File: src/rtl/buffer_pkgs.sv
// Shared types and sizes for the reorder buffer and its neighbours.
//   ROB_DEPTH / ROB_PTR_W : entry count and tag width
//   PREG_W                : physical register index width
//   rob_entry_t           : one in-flight instruction
//   wb_packet_t           : completion packet from a writeback port
//   rob_commit_t          : retirement record sent to commit logic
package buffer_pkgs;
  localparam int ROB_DEPTH = 16;
  localparam int ROB_PTR_W = $clog2(ROB_DEPTH);
  localparam int PREG_W    = 7;
  localparam int NUM_WB    = 3;

  typedef struct packed {
    logic              valid;
    logic              completed;
    logic              has_dest;
    logic [4:0]        arch_rd;
    logic [PREG_W-1:0] dest_preg;
    logic [PREG_W-1:0] old_preg;
    logic              is_branch;
    logic [31:0]       pc;
  } rob_entry_t;

  typedef struct packed {
    logic                 completed;
    logic                 mispredict;
    logic [ROB_PTR_W-1:0] tag;
    logic [31:0]          dest_addr;
  } wb_packet_t;

  typedef struct packed {
    logic              has_dest;
    logic [4:0]        arch_rd;
    logic [PREG_W-1:0] dest_preg;
    logic [PREG_W-1:0] old_preg;
    logic [31:0]       pc;
  } rob_commit_t;
endpackage

File: src/rtl/reorder_buffer.sv
// In-order retirement buffer.
//   clk, reset         : clock, synchronous active-high reset
//   alloc_*            : dispatch allocation (ready/tag combinational)
//   wb_alu/lsu/br      : completion packets, valid when .completed
//   commit_valid/info  : registered retirement, one per cycle
//   flush/flush_pc     : registered one-cycle mispredict redirect
//   rob_count          : occupancy 0..ROB_DEPTH
module reorder_buffer
  import buffer_pkgs::*;
(
  input  logic                 clk,
  input  logic                 reset,
  input  logic                 alloc_valid,
  output logic                 alloc_ready,
  output logic [ROB_PTR_W-1:0] alloc_tag,
  input  logic                 alloc_has_dest,
  input  logic [4:0]           alloc_arch_rd,
  input  logic [PREG_W-1:0]    alloc_dest_preg,
  input  logic [PREG_W-1:0]    alloc_old_preg,
  input  logic                 alloc_is_branch,
  input  logic [31:0]          alloc_pc,
  input  wb_packet_t           wb_alu,
  input  wb_packet_t           wb_lsu,
  input  wb_packet_t           wb_br,
  output logic                 commit_valid,
  output rob_commit_t          commit_info,
  output logic                 flush,
  output logic [31:0]          flush_pc,
  output logic [ROB_PTR_W:0]   rob_count
);

  rob_entry_t           r_entries [ROB_DEPTH];
  logic [ROB_PTR_W-1:0] r_head, r_tail;
  logic [ROB_PTR_W:0]   r_count;

  wb_packet_t           w_wb [NUM_WB];
  logic [ROB_DEPTH-1:0] w_hit [NUM_WB];
  logic [ROB_DEPTH-1:0] w_done, w_squash;
  logic                 w_fire, w_commit, w_mispredict;
  logic [ROB_PTR_W-1:0] w_head_next, w_young_span, w_ptr_diff;
  logic [ROB_PTR_W:0]   w_count_next;
  logic                 w_unused;

  assign w_wb[0] = wb_alu;
  assign w_wb[1] = wb_lsu;
  assign w_wb[2] = wb_br;

  // One-hot decode of each completion port's tag.
  for (genvar p = 0; p < NUM_WB; p++) begin : g_wb_dec
    assign w_hit[p] = w_wb[p].completed ? (ROB_DEPTH'(1) << w_wb[p].tag) : '0;
  end

  assign alloc_ready  = (r_count != (ROB_PTR_W+1)'(ROB_DEPTH));
  assign alloc_tag    = r_tail;
  assign rob_count    = r_count;
  assign w_fire       = alloc_valid && alloc_ready;
  assign w_commit     = r_entries[r_head].valid && r_entries[r_head].completed;
  assign w_head_next  = r_head + ROB_PTR_W'(w_commit);
  assign w_mispredict = wb_br.completed && wb_br.mispredict && r_entries[wb_br.tag].valid;
  // Number of entries strictly younger than the branch (tag+1 .. tail-1).
  assign w_young_span = r_tail - wb_br.tag - ROB_PTR_W'(1);
  assign w_ptr_diff   = wb_br.tag - w_head_next;

  always_comb begin
    w_done   = '0;
    w_squash = '0;
    for (int p = 0; p < NUM_WB; p++) w_done = w_done | w_hit[p];
    for (int i = 0; i < ROB_DEPTH; i++)
      w_squash[i] = w_mispredict &&
                    ((ROB_PTR_W'(i) - wb_br.tag - ROB_PTR_W'(1)) < w_young_span);
  end

  always_comb begin
    if (w_mispredict)
      w_count_next = {1'b0, w_ptr_diff} + (ROB_PTR_W+1)'(1);
    else
      w_count_next = r_count + (ROB_PTR_W+1)'(w_fire) - (ROB_PTR_W+1)'(w_commit);
  end

  // Fields carried through but not consumed here.
  always_comb begin
    w_unused = ^{wb_alu.mispredict, wb_alu.dest_addr, wb_lsu.mispredict, wb_lsu.dest_addr};
    for (int i = 0; i < ROB_DEPTH; i++) w_unused = w_unused ^ r_entries[i].is_branch;
  end

  always_ff @(posedge clk) begin
    if (reset) begin
      for (int i = 0; i < ROB_DEPTH; i++) r_entries[i] <= '0;
      r_head       <= '0;
      r_tail       <= '0;
      r_count      <= '0;
      commit_valid <= 1'b0;
      commit_info  <= '0;
      flush        <= 1'b0;
      flush_pc     <= '0;
    end else begin
      for (int i = 0; i < ROB_DEPTH; i++) begin
        if (w_done[i] && r_entries[i].valid) r_entries[i].completed <= 1'b1;
        if (w_squash[i])                     r_entries[i].valid     <= 1'b0;
      end
      if (w_commit) r_entries[r_head].valid <= 1'b0;
      // An allocation racing a mispredict is dropped; upstream kills it on flush.
      if (w_fire && !w_mispredict)
        r_entries[r_tail] <= '{valid: 1'b1, completed: 1'b0, has_dest: alloc_has_dest,
                               arch_rd: alloc_arch_rd, dest_preg: alloc_dest_preg,
                               old_preg: alloc_old_preg, is_branch: alloc_is_branch,
                               pc: alloc_pc};
      r_head  <= w_head_next;
      r_count <= w_count_next;
      if (w_mispredict)     r_tail <= wb_br.tag + ROB_PTR_W'(1);
      else if (w_fire)      r_tail <= r_tail + ROB_PTR_W'(1);

      commit_valid <= w_commit;
      if (w_commit)
        commit_info <= '{has_dest: r_entries[r_head].has_dest,
                         arch_rd: r_entries[r_head].arch_rd,
                         dest_preg: r_entries[r_head].dest_preg,
                         old_preg: r_entries[r_head].old_preg,
                         pc: r_entries[r_head].pc};
      flush <= w_mispredict;
      if (w_mispredict) flush_pc <= wb_br.dest_addr;
    end
  end

endmodule
File: config.mk
export PLATFORM = sky130hd
export DESIGN_NAME = reorder_buffer
export DESIGN_NICKNAME = d
export VERILOG_FILES = /design/src/rtl/buffer_pkgs.sv /design/src/rtl/reorder_buffer.sv
export SDC_FILE = /design/constraint.sdc
export NUM_CORES = 2
export LEC_CHECK = 0
export BUFFER_PORTS_ARGS = -buffer_cell sky130_fd_sc_hd__buf_4
export CORE_UTILIZATION = 61
export DETAILED_ROUTE_END_ITERATION = 6
export GPL_TIMING_DRIVEN = 0
export PLACE_DENSITY_LB_ADDON = 0.2
export RECOVER_POWER = 25
export SYNTH_ARGS = -nofsm -noshare
export SYNTH_HDL_FRONTEND = slang
export SYNTH_SLANG_ARGS = --single-unit
File: constraint.sdc
create_clock -name clk -period 5.4 [get_ports clk]
set_input_delay 0.54 -clock clk [delete_from_list [all_inputs] [get_ports clk]]
set_output_delay 0.54 -clock clk [all_outputs]
set_load 0.05 [all_outputs]
After elaboration in Yosys (flattened, before gate mapping)
Memory sizes are Yosys's and may differ from the RTL's. A register that Yosys moved wholly into a read port is not among the register bits.
Cells that the tools add are included.
Widths: inputs -> output; s select.
{"block": "word_totals", "wordCells": 289, "output_inout_bits": 96, "ramBits": 880, "register_bits": 99, "inputBits": 170, "memories": 1}
{"block": "classes", "n_bitwise": 34, "order_cmp": 16, "n_shift": 3, "n_eq_ne": 1, "mux": 143, "reduce_logical": 39, "addsub": 41}
{"memory": "r_entries", "depth": 16, "word_bits": 55, "read_ports": 18, "rd_ports_with_merged_regs": 1, "wr": 18, "line": "reorder_buffer.sv:32", "rtl": "rob_entry_t r_entries [ROB_DEPTH];"}
{"op": "$mux 1", "count": 136}
{"op": "$sub 4x1->4 const B", "count": 17}
{"op": "$lt 4x4->1", "count": 16}
{"op": "$mux 16", "count": 3}
{"op": "$shl 1x4->16 const A", "count": 3}
{"op": "$logic_and 1x1->1", "count": 37}
{"op": "$or 1x1->1", "count": 32}
{"op": "$or 16x16->16", "count": 2}
{"op": "$sub 4x4->4 const A", "count": 8}
{"op": "$sub 3x4->4 const A", "count": 4}
{"op": "$mux 4", "count": 3}
{"op": "$add 4x1->4 const B", "count": 2}
{"op": "$sub 1x4->4 const A", "count": 2}
{"op": "$sub 2x4->4 const A", "count": 2}
{"op": "$sub 4x4->4", "count": 2}
{"op": "$add 4x1->5 const B", "count": 1}
{"op": "$add 5x1->5", "count": 1}
{"op": "$mux 5", "count": 1}
{"op": "$ne 5x5->1 const B", "count": 1}
{"op": "$sub 5x1->5", "count": 1}
{"op": "$add 4x1->4", "count": 1}
{"op": "$reduce_bool 2->1", "count": 1}
{"op": "$logic_not 1->1", "count": 1}

Logic depth before layout (Yosys ltp)
{"block": "logic_depth", "word_depth": 9, "depth_mapped": 20, "ltp_nobuf": 16}

Worst setup path before layout
Ideal clock, no wire load.
{"block": "synth_timing", "kind": "register to register", "startpoint": "register r_head[0]", "endpoint": "register r_count[3] (netlist: rob_count[3])", "setup_time_ps": 59, "arrival_time_ps": 3735, "path_slack_ps": 1606, "synth_period_minus_slack_ps": 3794, "required_time_ps": 5341, "path_buffers": 4, "stages_incl_launch_ff": 19, "cell_sequence": "dfxtp_1 buf_2 buf_2 nand3_1 o21ai_0 o2111ai_1 and4_1 buf_2 clkinv_2 buf_4 ha_1 xnor2_1 ha_1 nor2b_1 o211ai_1 o41ai_1 or3_1 a2111oi_0 o31a_1"}
{"block": "synth_via", "elab_chain_len": 4}
{"element": "start: declaration", "line": "reorder_buffer.sv:33", "rtl": "logic [ROB_PTR_W-1:0] r_head, r_tail;"}
{"element": "start signal: assignment", "line": "reorder_buffer.sv:108", "rtl": "r_head <= w_head_next;"}
{"element": "$add 4x1->4", "line": "reorder_buffer.sv:58", "rtl": "assign w_head_next = r_head + ROB_PTR_W'(w_commit);"}
{"element": "$sub 4x4->4", "line": "reorder_buffer.sv:62", "rtl": "assign w_ptr_diff = wb_br.tag - w_head_next;"}
{"element": "$add 4x1->5", "line": "reorder_buffer.sv:75", "rtl": "w_count_next = {1'b0, w_ptr_diff} + (ROB_PTR_W+1)'(1);"}
{"element": "$mux 5", "line": "reorder_buffer.sv:74", "rtl": "if (w_mispredict)"}
{"element": "end signal: assignment", "line": "reorder_buffer.sv:109", "rtl": "r_count <= w_count_next;"}
{"element": "end: declaration", "line": "reorder_buffer.sv:34", "rtl": "logic [ROB_PTR_W:0] r_count;"}
No other way between the ends.
A chain may end at the register's enable or synchronous reset.

==> out/qor.txt <==
Setup Skew -> 22.0 ps
status -> complete, but fails checks
#FFs+latches synth -> 963
Flop pwr share -> 0.508
placed inst area -> 47200 µm²
Area Overhead vs Synth -> 12.9%
top cell type by total area after synthesis -> edfxtp_1
Cell Area, Synth -> 44100 µm²
Placed Cells -> 4152
Critical Path Start Type -> flop
Worst Setup Path Type -> reg -> reg
Detailed Route WL -> 123 mm
Clock transition at path regs -> 60 ps
Max VDD drop -> 0.273 mV
Critical Path Fanout Max -> 43
# IOs -> 266
Post-Syn Instances -> 2989
DR vias -> 27400
hold_ws -> 127 ps
final hold viol count -> 0
fin area -> 49800 µm²
fmax -> 0.185 GHz
clk buf depth -> 3
DIE WIDTH -> 271 µm
Final Util -> 0.697
Pins Over Slew Limit -> 176
Net Sw Power -> 3.96 mW
Combinational Power Share -> 0.089
Syn Nets -> 3217
CTS tree -> done
EDFF count, synth -> 832
final worst setup slack -> -17.7 ps
antenna viol nets, final -> 0
Final setup viols -> 27
clock network power share -> 0.403
Initial Util -> 0.617
I/O Buffers -> 197
Slew Limit Headroom -> -1.03
synth top area cells -> edfxtp_1 57%, mux4_2 13%, and2_1 12%
Final nets -> 3529
synthesized area per cell -> 14.8 µm²
vias in the first global route -> 28200
hpwl dp -> 78.9 mm
All-Layer GR Usage -> 0.339
Critical Path RT -> 5730 ps
Die Ht -> 271 µm
average vias per placed instance -> 6.31
failing checks -> max-capacitance violations, max-slew violations, negative setup slack
DRT iter0 DRCs -> 3378
Synth Warn # -> 0
Root Driver -> clkbuf_16
count of different cell masters after synthesis -> 58
RSZ-0062 raised after global routing -> no
Worst Hold Class -> in -> reg
top-area cell type share of the netlist area -> 0.566
RePlAce Congestion -> 0.927
top-count cell post-synth -> edfxtp_1
pre-CTS WS -> 141 ps
Hold Crit Start -> wb_br[4]
CTS Buf Count -> 97
FILL cells -> 4736
share of layout cells above drive strength 1 -> 0.190
Routed WL per cell -> 28.3 µm
final std cells w/o fill -> 4335
std cell rows -> 98
Final Cycle Share -> 1.00
RR Startpoint -> rob_count[2]
die footprint -> 73400 µm²
CP startpoint -> rob_count[2]
clock latency at the later pin of the worst-skew pair -> 680 ps
antenna violations before repair -> 8
first-pass GRT wire length -> 179 mm
Core Area -> 71500 µm²
grt total ovfl -> 0
Worst Setup End Kind -> flop
Pint -> 12.9 mW
Data arrival, critical path -> 5750 ps
First-pass DRT Iterations -> 6
switching part of the total -> 0.235
clk sinks -> 963
DRC -> 0
register area share after synthesis -> 0.626
Primary FF master, synth -> edfxtp_1
pwr dens -> 338 nW/µm²
total power -> 16.8 mW
Post-synth ARST share -> 0
Tmin final -> 5420 ps
max cap viols -> 16
top cells by count, synth -> 832 x edfxtp_1, 831 x and2_1, 260 x mux4_2
Slew @ Worst Pin -> 3020 ps
Leak -> 17.9 nW
largest net degree at the start of global routing -> 44
setup TNS -> -170 ps
H-tree Lvls -> 3
cell families after synthesis:
logic type / count (synthesis) / synth area share
simple gates: 1181 / 0.158
flops: 963 / 0.626
buf+inv: 274 / 0.0281
mux: 269 / 0.135
compound gates: 218 / 0.0309
fa+ha+maj: 58 / 0.0170
xor+xnor: 26 / 0.00516
critical path: stages (launching register included):
cell	delay [ps]
dfxtp_1	390
inv_1	80
ha_1	210
nand4bb_2	130
nand2_1	200
nor2_1	140
nand3_1	290
clkbuf_1	320
nor3_1	1820
or2_0	1050
buf_16	410
layout by cell type (no fill, tap or decap), drive strengths merged, types with 12 or more instances in the layout:
master	synthesis	final
nor3	28	28
a22oi	12	12
edfxtp	832	832
a21oi	109	109
ha	55	55
and2	836	836
clkinv	2	36
buf	72	183
nor2	20	20
nand2	222	222
mux4	260	260
o211ai	17	17
xnor2	20	20
nand3	25	25
or2	19	19
dfxtp	131	131
inv	31	36
a211oi	24	24
clkbuf	168	400
o21bai	16	16
a21o	13	13
cell type report:
type / count / area, µm² / share of cell area
inverter: 33 / 126 / 0.00254
timing repair buffer: 213 / 1540 / 0.0309
tap: 950 / 1190 / 0.0239
clock inverter: 49 / 468 / 0.00940
multi-input combinational: 1752 / 15100 / 0.303
antenna: 4 / 10.0 / 0.000201
clock buffer: 130 / 2720 / 0.0547
sequential: 963 / 27600 / 0.554
buffer: 241 / 1040 / 0.0210
metal layers:
layer	vias up	share of wire	global-route usage
li1	11500	-	-
met1	13900	0.36	0.437
met2	1628	0.50	0.568
met3	308	0.10	0.0715
met4	6	0.040	0.130
met5	-	0.00029	0
power by group through the flow:
stage	clock network [mW]	registers, mW	logic [mW]
after floorplan	0	8.75	0.875
after global placement	0	8.69	1.45
after detailed placement	0	8.71	1.54
after CTS	6.77	8.55	1.55
after global routing	7.05	8.57	1.59
final	6.78	8.55	1.50
state kept, by name (all words and copies together), names as in the netlist:
| name | flops |
|---|---|
| commit_valid | 1 |
| rob_count | 5 |
| commit_info | 52 |
| flush | 1 |
| alloc_tag | 4 |
| r_entries | 864 |
| flush_pc | 32 |
| r_head | 4 |
path summary, 6_finish.rpt:
kind | end | cells past startpoint | slack (ps)
min reg2reg | commit_info[8] | 2 | 450
min | flush_pc[4] | 3 | 130
max | r_entries[11][38] | 10 | -20
max reg2reg | r_entries[11][38] | 10 | -20
timing repair:
| item | in CTS | in global routing |
|---|---|---|
| resized for setup | 0 | 4 |
| endpoints found under the hold margin | 0 | 0 |
| setup endpoints to repair | 0 | 1 |
| setup buffers | 0 | 0 |
| hold buffers | 0 | 0 |
(Power assumes the default switching activity.)
